<file path="src/rtl/sa_input_feeder_if.sv">
// Activation feeder bus: host write port, controller read port and the
// skewed activation outputs toward the array's west edge.
//   master : host/controller side (drives i_*, observes o_*)
//   slave  : the feeder (observes i_*, drives o_*)
// Signals:
//   i_wr_en / i_wr_addr / i_wr_data  host vector write
//   i_clear                          invalidate all stored entries
//   i_rd_en / i_rd_addr              controller read request
//   i_clear_err                      clear sticky error
//   o_act / o_act_valid              skewed activations, per-lane valid
//   o_busy                           read in flight or skew pipe non-empty
//   o_err                            sticky access error
interface sa_input_feeder_if #(
    parameter int unsigned NUM_ROWS   = 4,
    parameter int unsigned DATA_WIDTH = 8,
    parameter int unsigned ADDR_WIDTH = 3
);
    logic                           i_wr_en;
    logic [ADDR_WIDTH-1:0]          i_wr_addr;
    logic [NUM_ROWS*DATA_WIDTH-1:0] i_wr_data;
    logic                           i_clear;
    logic                           i_rd_en;
    logic [ADDR_WIDTH-1:0]          i_rd_addr;
    logic                           i_clear_err;
    logic [NUM_ROWS*DATA_WIDTH-1:0] o_act;
    logic [NUM_ROWS-1:0]            o_act_valid;
    logic                           o_busy;
    logic                           o_err;

    modport master (
        output i_wr_en, i_wr_addr, i_wr_data, i_clear,
        output i_rd_en, i_rd_addr, i_clear_err,
        input  o_act, o_act_valid, o_busy, o_err
    );

    modport slave (
        input  i_wr_en, i_wr_addr, i_wr_data, i_clear,
        input  i_rd_en, i_rd_addr, i_clear_err,
        output o_act, o_act_valid, o_busy, o_err
    );
endinterface

</file>
<file path="src/rtl/sa_input_feeder.sv">
// Systolic-array input feeder. Stores host-written activation vectors and,
// on each controller read, returns one NUM_ROWS-wide vector with the west-edge
// diagonal skew applied: lane 0 appears one cycle after the read, lane r r
// cycles later still. Reads stream one vector per cycle with no stalls.
// Ports:
//   clk    rising-edge clock
//   rst_n  asynchronous active-low reset
//   bus    sa_input_feeder_if.slave (write/read/clear inputs, act/valid/busy/err outputs)
module sa_input_feeder #(
    parameter int unsigned NUM_ROWS   = 4,
    parameter int unsigned DATA_WIDTH = 8,
    parameter int unsigned DEPTH      = 8,
    parameter int unsigned ADDR_WIDTH = 3
) (
    input  logic             clk,
    input  logic             rst_n,
    sa_input_feeder_if.slave bus
);
    localparam int unsigned VEC_W = NUM_ROWS * DATA_WIDTH;
    localparam int unsigned IDX_W = (DEPTH > 1) ? $clog2(DEPTH) : 1;
    // One extra bit so DEPTH == 2**ADDR_WIDTH still compares correctly.
    localparam logic [ADDR_WIDTH:0] DEPTH_EXT = (ADDR_WIDTH + 1)'(DEPTH);

    // Vector storage (data not reset) and per-entry valid bits.
    logic [VEC_W-1:0] mem_q [DEPTH];
    logic [DEPTH-1:0] ent_vld_q, ent_vld_d;

    // Read stage: lane 0 output and the head of every skew chain.
    logic [VEC_W-1:0] rd_vec_q, rd_vec_d;
    logic             rd_vld_q, rd_vld_d;

    logic busy_q, busy_d;
    logic err_q,  err_d;

    logic             wr_in_range_c, rd_in_range_c;
    logic             wr_ok_c, wr_bad_c, rd_hit_c, rd_bad_c;
    logic [IDX_W-1:0] wr_idx_c, rd_idx_c;

    // Per-lane output taps and next-cycle "any valid" per skew chain.
    logic [VEC_W-1:0]    lane_act_c;
    logic [NUM_ROWS-1:0] lane_vld_c;
    logic [NUM_ROWS-1:0] skew_any_d;

    // Address qualification; out-of-range accesses never touch storage.
    always_comb begin
        wr_in_range_c = ({1'b0, bus.i_wr_addr} < DEPTH_EXT);
        rd_in_range_c = ({1'b0, bus.i_rd_addr} < DEPTH_EXT);
        wr_idx_c      = IDX_W'(bus.i_wr_addr);
        rd_idx_c      = IDX_W'(bus.i_rd_addr);
        wr_ok_c       = bus.i_wr_en && wr_in_range_c;
        wr_bad_c      = bus.i_wr_en && !wr_in_range_c;
        rd_hit_c      = bus.i_rd_en && rd_in_range_c && ent_vld_q[rd_idx_c];
        rd_bad_c      = bus.i_rd_en && !rd_hit_c;
    end

    // Storage write; the read stage samples mem_q before this edge updates it.
    always_ff @(posedge clk) begin
        if (wr_ok_c) begin
            mem_q[wr_idx_c] <= bus.i_wr_data;
        end
    end

    // Entry valid: clear drops everything, a same-cycle write still lands valid.
    always_comb begin
        ent_vld_d = bus.i_clear ? '0 : ent_vld_q;
        if (wr_ok_c) begin
            ent_vld_d[wr_idx_c] = 1'b1;
        end
    end

    // Read stage: a bad read still issues a valid (all-zero) vector so the
    // array's timing is preserved; no read issues a zero bubble.
    always_comb begin
        rd_vld_d = bus.i_rd_en;
        rd_vec_d = '0;
        if (rd_hit_c) begin
            rd_vec_d = mem_q[rd_idx_c];
        end
    end

    // Sticky error: a new error wins over a same-cycle clear.
    always_comb begin
        err_d = err_q;
        if (bus.i_clear_err) begin
            err_d = 1'b0;
        end
        if (rd_bad_c || wr_bad_c) begin
            err_d = 1'b1;
        end
    end

    // Lane 0 has no skew registers.
    assign lane_act_c[0 +: DATA_WIDTH] = rd_vec_q[0 +: DATA_WIDTH];
    assign lane_vld_c[0]               = rd_vld_q;
    assign skew_any_d[0]               = 1'b0;

    // Lane r: r data+valid registers behind the read stage.
    for (genvar r = 1; r < NUM_ROWS; r++) begin : g_skew
        logic [DATA_WIDTH-1:0] dat_q [r];
        logic [DATA_WIDTH-1:0] dat_d [r];
        logic [r-1:0]          vld_q, vld_d;

        always_comb begin
            dat_d[0] = rd_vec_q[r*DATA_WIDTH +: DATA_WIDTH];
            vld_d[0] = rd_vld_q;
            for (int k = 1; k < r; k++) begin
                dat_d[k] = dat_q[k-1];
                vld_d[k] = vld_q[k-1];
            end
        end

        always_ff @(posedge clk or negedge rst_n) begin
            if (!rst_n) begin
                dat_q <= '{default: '0};
                vld_q <= '0;
            end else begin
                dat_q <= dat_d;
                vld_q <= vld_d;
            end
        end

        assign lane_act_c[r*DATA_WIDTH +: DATA_WIDTH] = dat_q[r-1];
        assign lane_vld_c[r]                          = vld_q[r-1];
        assign skew_any_d[r]                          = |vld_d;
    end

    // Busy mirrors next-cycle occupancy of the read stage and every skew stage.
    always_comb begin
        busy_d = rd_vld_d || (|skew_any_d);
    end

    always_ff @(posedge clk or negedge rst_n) begin
        if (!rst_n) begin
            ent_vld_q <= '0;
            rd_vec_q  <= '0;
            rd_vld_q  <= 1'b0;
            busy_q    <= 1'b0;
            err_q     <= 1'b0;
        end else begin
            ent_vld_q <= ent_vld_d;
            rd_vec_q  <= rd_vec_d;
            rd_vld_q  <= rd_vld_d;
            busy_q    <= busy_d;
            err_q     <= err_d;
        end
    end

    assign bus.o_act       = lane_act_c;
    assign bus.o_act_valid = lane_vld_c;
    assign bus.o_busy      = busy_q;
    assign bus.o_err       = err_q;
endmodule

</file>
<file path="src/flat_wrapper.sv">
// flat-port wrapper written by rule: the top's interface ports become plain ports
module sa_input_feeder_flat 
#(
    parameter int unsigned NUM_ROWS   = 4,
    parameter int unsigned DATA_WIDTH = 8,
    parameter int unsigned DEPTH      = 8,
    parameter int unsigned ADDR_WIDTH = 3
)
  (clk, rst_n, bus_i_wr_en, bus_i_wr_addr, bus_i_wr_data, bus_i_clear, bus_i_rd_en, bus_i_rd_addr, bus_i_clear_err, bus_o_act, bus_o_act_valid, bus_o_busy, bus_o_err);
  sa_input_feeder_if #(.NUM_ROWS(NUM_ROWS), .DATA_WIDTH(DATA_WIDTH), .ADDR_WIDTH(ADDR_WIDTH)) bus_i ();
  input  logic clk;
  input  logic rst_n;
  input wire logic [$bits(bus_i.i_wr_en)-1:0] bus_i_wr_en;
  input wire logic [$bits(bus_i.i_wr_addr)-1:0] bus_i_wr_addr;
  input wire logic [$bits(bus_i.i_wr_data)-1:0] bus_i_wr_data;
  input wire logic [$bits(bus_i.i_clear)-1:0] bus_i_clear;
  input wire logic [$bits(bus_i.i_rd_en)-1:0] bus_i_rd_en;
  input wire logic [$bits(bus_i.i_rd_addr)-1:0] bus_i_rd_addr;
  input wire logic [$bits(bus_i.i_clear_err)-1:0] bus_i_clear_err;
  output wire logic [$bits(bus_i.o_act)-1:0] bus_o_act;
  output wire logic [$bits(bus_i.o_act_valid)-1:0] bus_o_act_valid;
  output wire logic [$bits(bus_i.o_busy)-1:0] bus_o_busy;
  output wire logic [$bits(bus_i.o_err)-1:0] bus_o_err;
  assign bus_i.i_wr_en = bus_i_wr_en;
  assign bus_i.i_wr_addr = bus_i_wr_addr;
  assign bus_i.i_wr_data = bus_i_wr_data;
  assign bus_i.i_clear = bus_i_clear;
  assign bus_i.i_rd_en = bus_i_rd_en;
  assign bus_i.i_rd_addr = bus_i_rd_addr;
  assign bus_i.i_clear_err = bus_i_clear_err;
  assign bus_o_act = bus_i.o_act;
  assign bus_o_act_valid = bus_i.o_act_valid;
  assign bus_o_busy = bus_i.o_busy;
  assign bus_o_err = bus_i.o_err;
  sa_input_feeder #(.NUM_ROWS(NUM_ROWS), .DATA_WIDTH(DATA_WIDTH), .DEPTH(DEPTH), .ADDR_WIDTH(ADDR_WIDTH)) u_core (.clk(clk), .rst_n(rst_n), .bus(bus_i));
endmodule
</file>
<file path="config.mk">
export PLATFORM = sky130hd
export DESIGN_NAME = sa_input_feeder_flat
export DESIGN_NICKNAME = d
export VERILOG_FILES = /design/src/rtl/sa_input_feeder_if.sv /design/src/rtl/sa_input_feeder.sv /design/src/flat_wrapper.sv
export SDC_FILE = /design/constraint.sdc
export NUM_CORES = 1
export LEC_CHECK = 0
export CAP_MARGIN = 10
export CORE_MARGIN = 2
export CORE_UTILIZATION = 36
export CTS_BUF_LIST = sky130_fd_sc_hd__clkbuf_2 sky130_fd_sc_hd__clkbuf_4 sky130_fd_sc_hd__clkbuf_8
export DETAILED_ROUTE_END_ITERATION = 12
export PLACE_DENSITY = 0.57
export SYNTH_ARGS = -nofsm -noshare
export SYNTH_HDL_FRONTEND = slang
export SYNTH_SLANG_ARGS = --single-unit
</file>
<file path="constraint.sdc">
create_clock -name clk -period 1.27 [get_ports clk]
set_input_delay 0.1905 -clock clk [delete_from_list [all_inputs] [get_ports clk]]
set_output_delay 0.1905 -clock clk [all_outputs]
set_load 0.02 [all_outputs]
</file>
==> results.ini <==
[timing]
worst_pin_slew_ns=0.339
period_share_pct=102
whs_ns=0.136
period_needed_ns=1.29
fin_skew_ns=0.0133
fin_ws_ns=-0.0194
maxSlewHeadroom_pct=77.4
setup_viol=15
fmax_mhz=776
hold_viol=0
rsz0062_at_grt=yes
slew_violations=0

[cts]
clk_latency_ns=0.58
cts_buffers=56
htreeDepth=2
cts_tree=yes
cts_sinks=350
clockRootBuffer=clkbuf_8
cts.clk_slew.worst_paths_ns=0.06
cts.path.max_buffers=3

[global_route]
grt-ovfl-total=0
grt_pass1_wl_um=37300
grt_max_degree=53
grt_use_total_pct=13.8
antenna_found_initial=1
grt_pass1_vias=6403

[floorplan]
core_region_area_um2=33700
rows=67
pin_count=82
initial_utilization_pct=36.8
die_w_um=190
dieArea_um2=35900
die_y_um=190

[status]
violations=negative setup slack
status=finished with violations

[final_layout]
diodes=0
fin_area_um2=15700
finalNonFillerCells=1209
syn_to_final_growth_pct=26.6
nNetsFinal=757
drive_gt1_share_pct=39.2
fill_cells=2818

[detailed_routing]
vias=5657
drt_pre_antenna_iters=5
via_per_inst=4.68
routed_wl_um=24000
wire_per_inst_um=19.9
dr.first_iter.drc_count=363
antenna_left=0
route.detailed.drc=0

[critical_path]
start_kind=register
arrival_ns=1.10
slowest_stage=dfrtp_1
crit_buf_inv=1
max_stage_delay_ns=0.40
end_kind=output port
crit_path_max_fanout=2
crit_path_cell_trace=buf_6
cp.required_ns=1.08
crit_family=flip-flops
critPathKind=register to output port

[placement]
io_buffers=81
place_congestion=0.702
hpwl_um=14700
dp_cells=1097
placed_cell_area_um2=14300
place_ws_ns=-0.561

[power]
power_mw=24.4
powerDensity_nw_per_um2=1560
ir_drop_v=0.000818
p_leak_nw=5.83

[run]
maxCapViolCount=0

[synthesis]
postSynthAreaPerCell_um2=22.6
synth_area_um2=12400
synth_seq_cells=350
synth_cell_types=25
synth_nets=592
ys_seq_area_share_pct=81.0
syn_inst=548
ys_warn_count=0

[worst_hold_path]
hold_path_class=input port to asynchronous set/reset pin

Yosys cell counts, drive strengths merged:
master   count  share of area [%]
buf         31                1.7
nand2b       3               0.15
nor2b        1              0.051
dfrtp       94                 19
nor2        39                1.2
nand3        1              0.040
a22oi        1               0.10
edfxtp     256                 62
nor3         2              0.081
mux4        64                 12
o22ai        2               0.10
nand2        4               0.12
nand4        1               0.17
mux2i       34                2.7
a22o         1              0.071
a21o         6               0.36
o2111ai      2               0.19
inv          5               0.15
or4          1              0.061
report_power, final:
| part | total, mW | switching [mW] | internal (mW) | leakage, nW |
|---|---|---|---|---|
| clock network | 9.91 | 4.22 | 5.69 | 0.636 |
| registers | 12.9 | 0.129 | 12.8 | 3.59 |
| logic | 1.63 | 0.822 | 0.812 | 1.61 |
| total | 24.4 | 5.17 | 19.3 | 5.83 |
per-stage QoR:
stage	setup TNS, ns	utilization [%]
6_report	-0.104	46.6
5_1_grt	-3.38	46.6
4_1_cts	-1.68	46.4
3_5_place_dp	-139.88	42.5
3_3_place_gp	-134.22	42.5
2_1_floorplan	-20.57	-
timing repair:
action	4_1_cts	5_1_grt
hold buffers	1	0
setup endpoints to repair	62	66
setup buffers	3	2
pin swaps	2	1
hold endpoints to repair	94	0
resized for setup	232	18
final timing paths:
check | from | end | slack (ns) | depth (start not counted)
setup reg to reg | u_core.mem_q[7][14] | u_core.rd_vec_q[14] | 0 | 3
hold reg to reg | u_core.rd_vec_q[26] | u_core.g_skew[3].dat_d[10] | 0.35 | 0
min in group clk | bus_i_rd_addr[0] | u_core.rd_vec_q[15] | 0.23 | 4
hold / removal | rst_n | u_core.rd_vec_q[23] | 0.14 | 3
max in group asynchronous | rst_n | u_core.g_skew[2].vld_q[0] | 0.85 | 3
setup / recovery | u_core.g_skew[3].vld_q[1] | bus_o_act_valid[2] | -0.02 | 1
registers in the layout (all words and copies together), names as in the netlist:
name                 flops
u_core.g_skew.vld_q      3
u_core.g_skew.vld_d      1
u_core.g_skew.dat_q      8
u_core.bus.o_err         1
u_core.mem_q           256
u_core.bus.o_act        16
u_core.ent_vld_q         8
u_core.bus.o_busy        1
u_core.rd_vec_q         32
u_core.g_skew.dat_d     24
placed cells by master (no fill, tap or decap), types with 2 or more instances in the layout:
cell type and instances:
o2111ai_2 2, buf_4 34, clkbuf_4 28, clkdlybuf4s50_1 39, nor3_4 2, clkbuf_8 58, inv_1 4, buf_12 25
clkinvlp_4 2, nor2_2 17, nor2_4 6, buf_6 38, clkinv_2 8, bufinv_16 3, mux4_2 64, edfxtp_1 256
clkinv_1 6, nand2_1 3, nand2b_4 3, a21o_1 6, mux2i_1 31, nor2_1 16, o22ai_1 2, mux2i_2 3
dfrtp_1 94
routing by layer:
layer / vias up / share of wire [%] / track usage (%)
li1: 2510 / - / -
met1: 2974 / 42 / 17.5
met2: 136 / 52 / 23.7
met3: 35 / 4.6 / 3.19
met4: 2 / 1.7 / 4.00
met5: - / 0.067 / 0
final cells by class:
type / instances / area (µm²) / area share, %
Sequential cell: 350 / 10000 / 64.0
Multi-Input combinational cell: 162 / 2280 / 14.5
Timing Repair Buffer: 138 / 1600 / 10.2
Clock buffer: 86 / 1010 / 6.43
Tap cell: 448 / 561 / 3.57
Clock inverter: 20 / 184 / 1.17
Inverter: 5 / 18.8 / 0.120
cells by family (layout without fill, tap and decap cells):
group | after synthesis | count (layout) | synth area share (%)
multiplexers | 98 | 98 | 14.4
buffers and inverters | 36 | 249 | 1.89
flip-flops | 350 | 350 | 81.0
AND/OR/NAND/NOR | 52 | 52 | 1.86
AO/OA/AOI/OAI | 12 | 12 | 0.828
(Power assumes the default switching activity.)
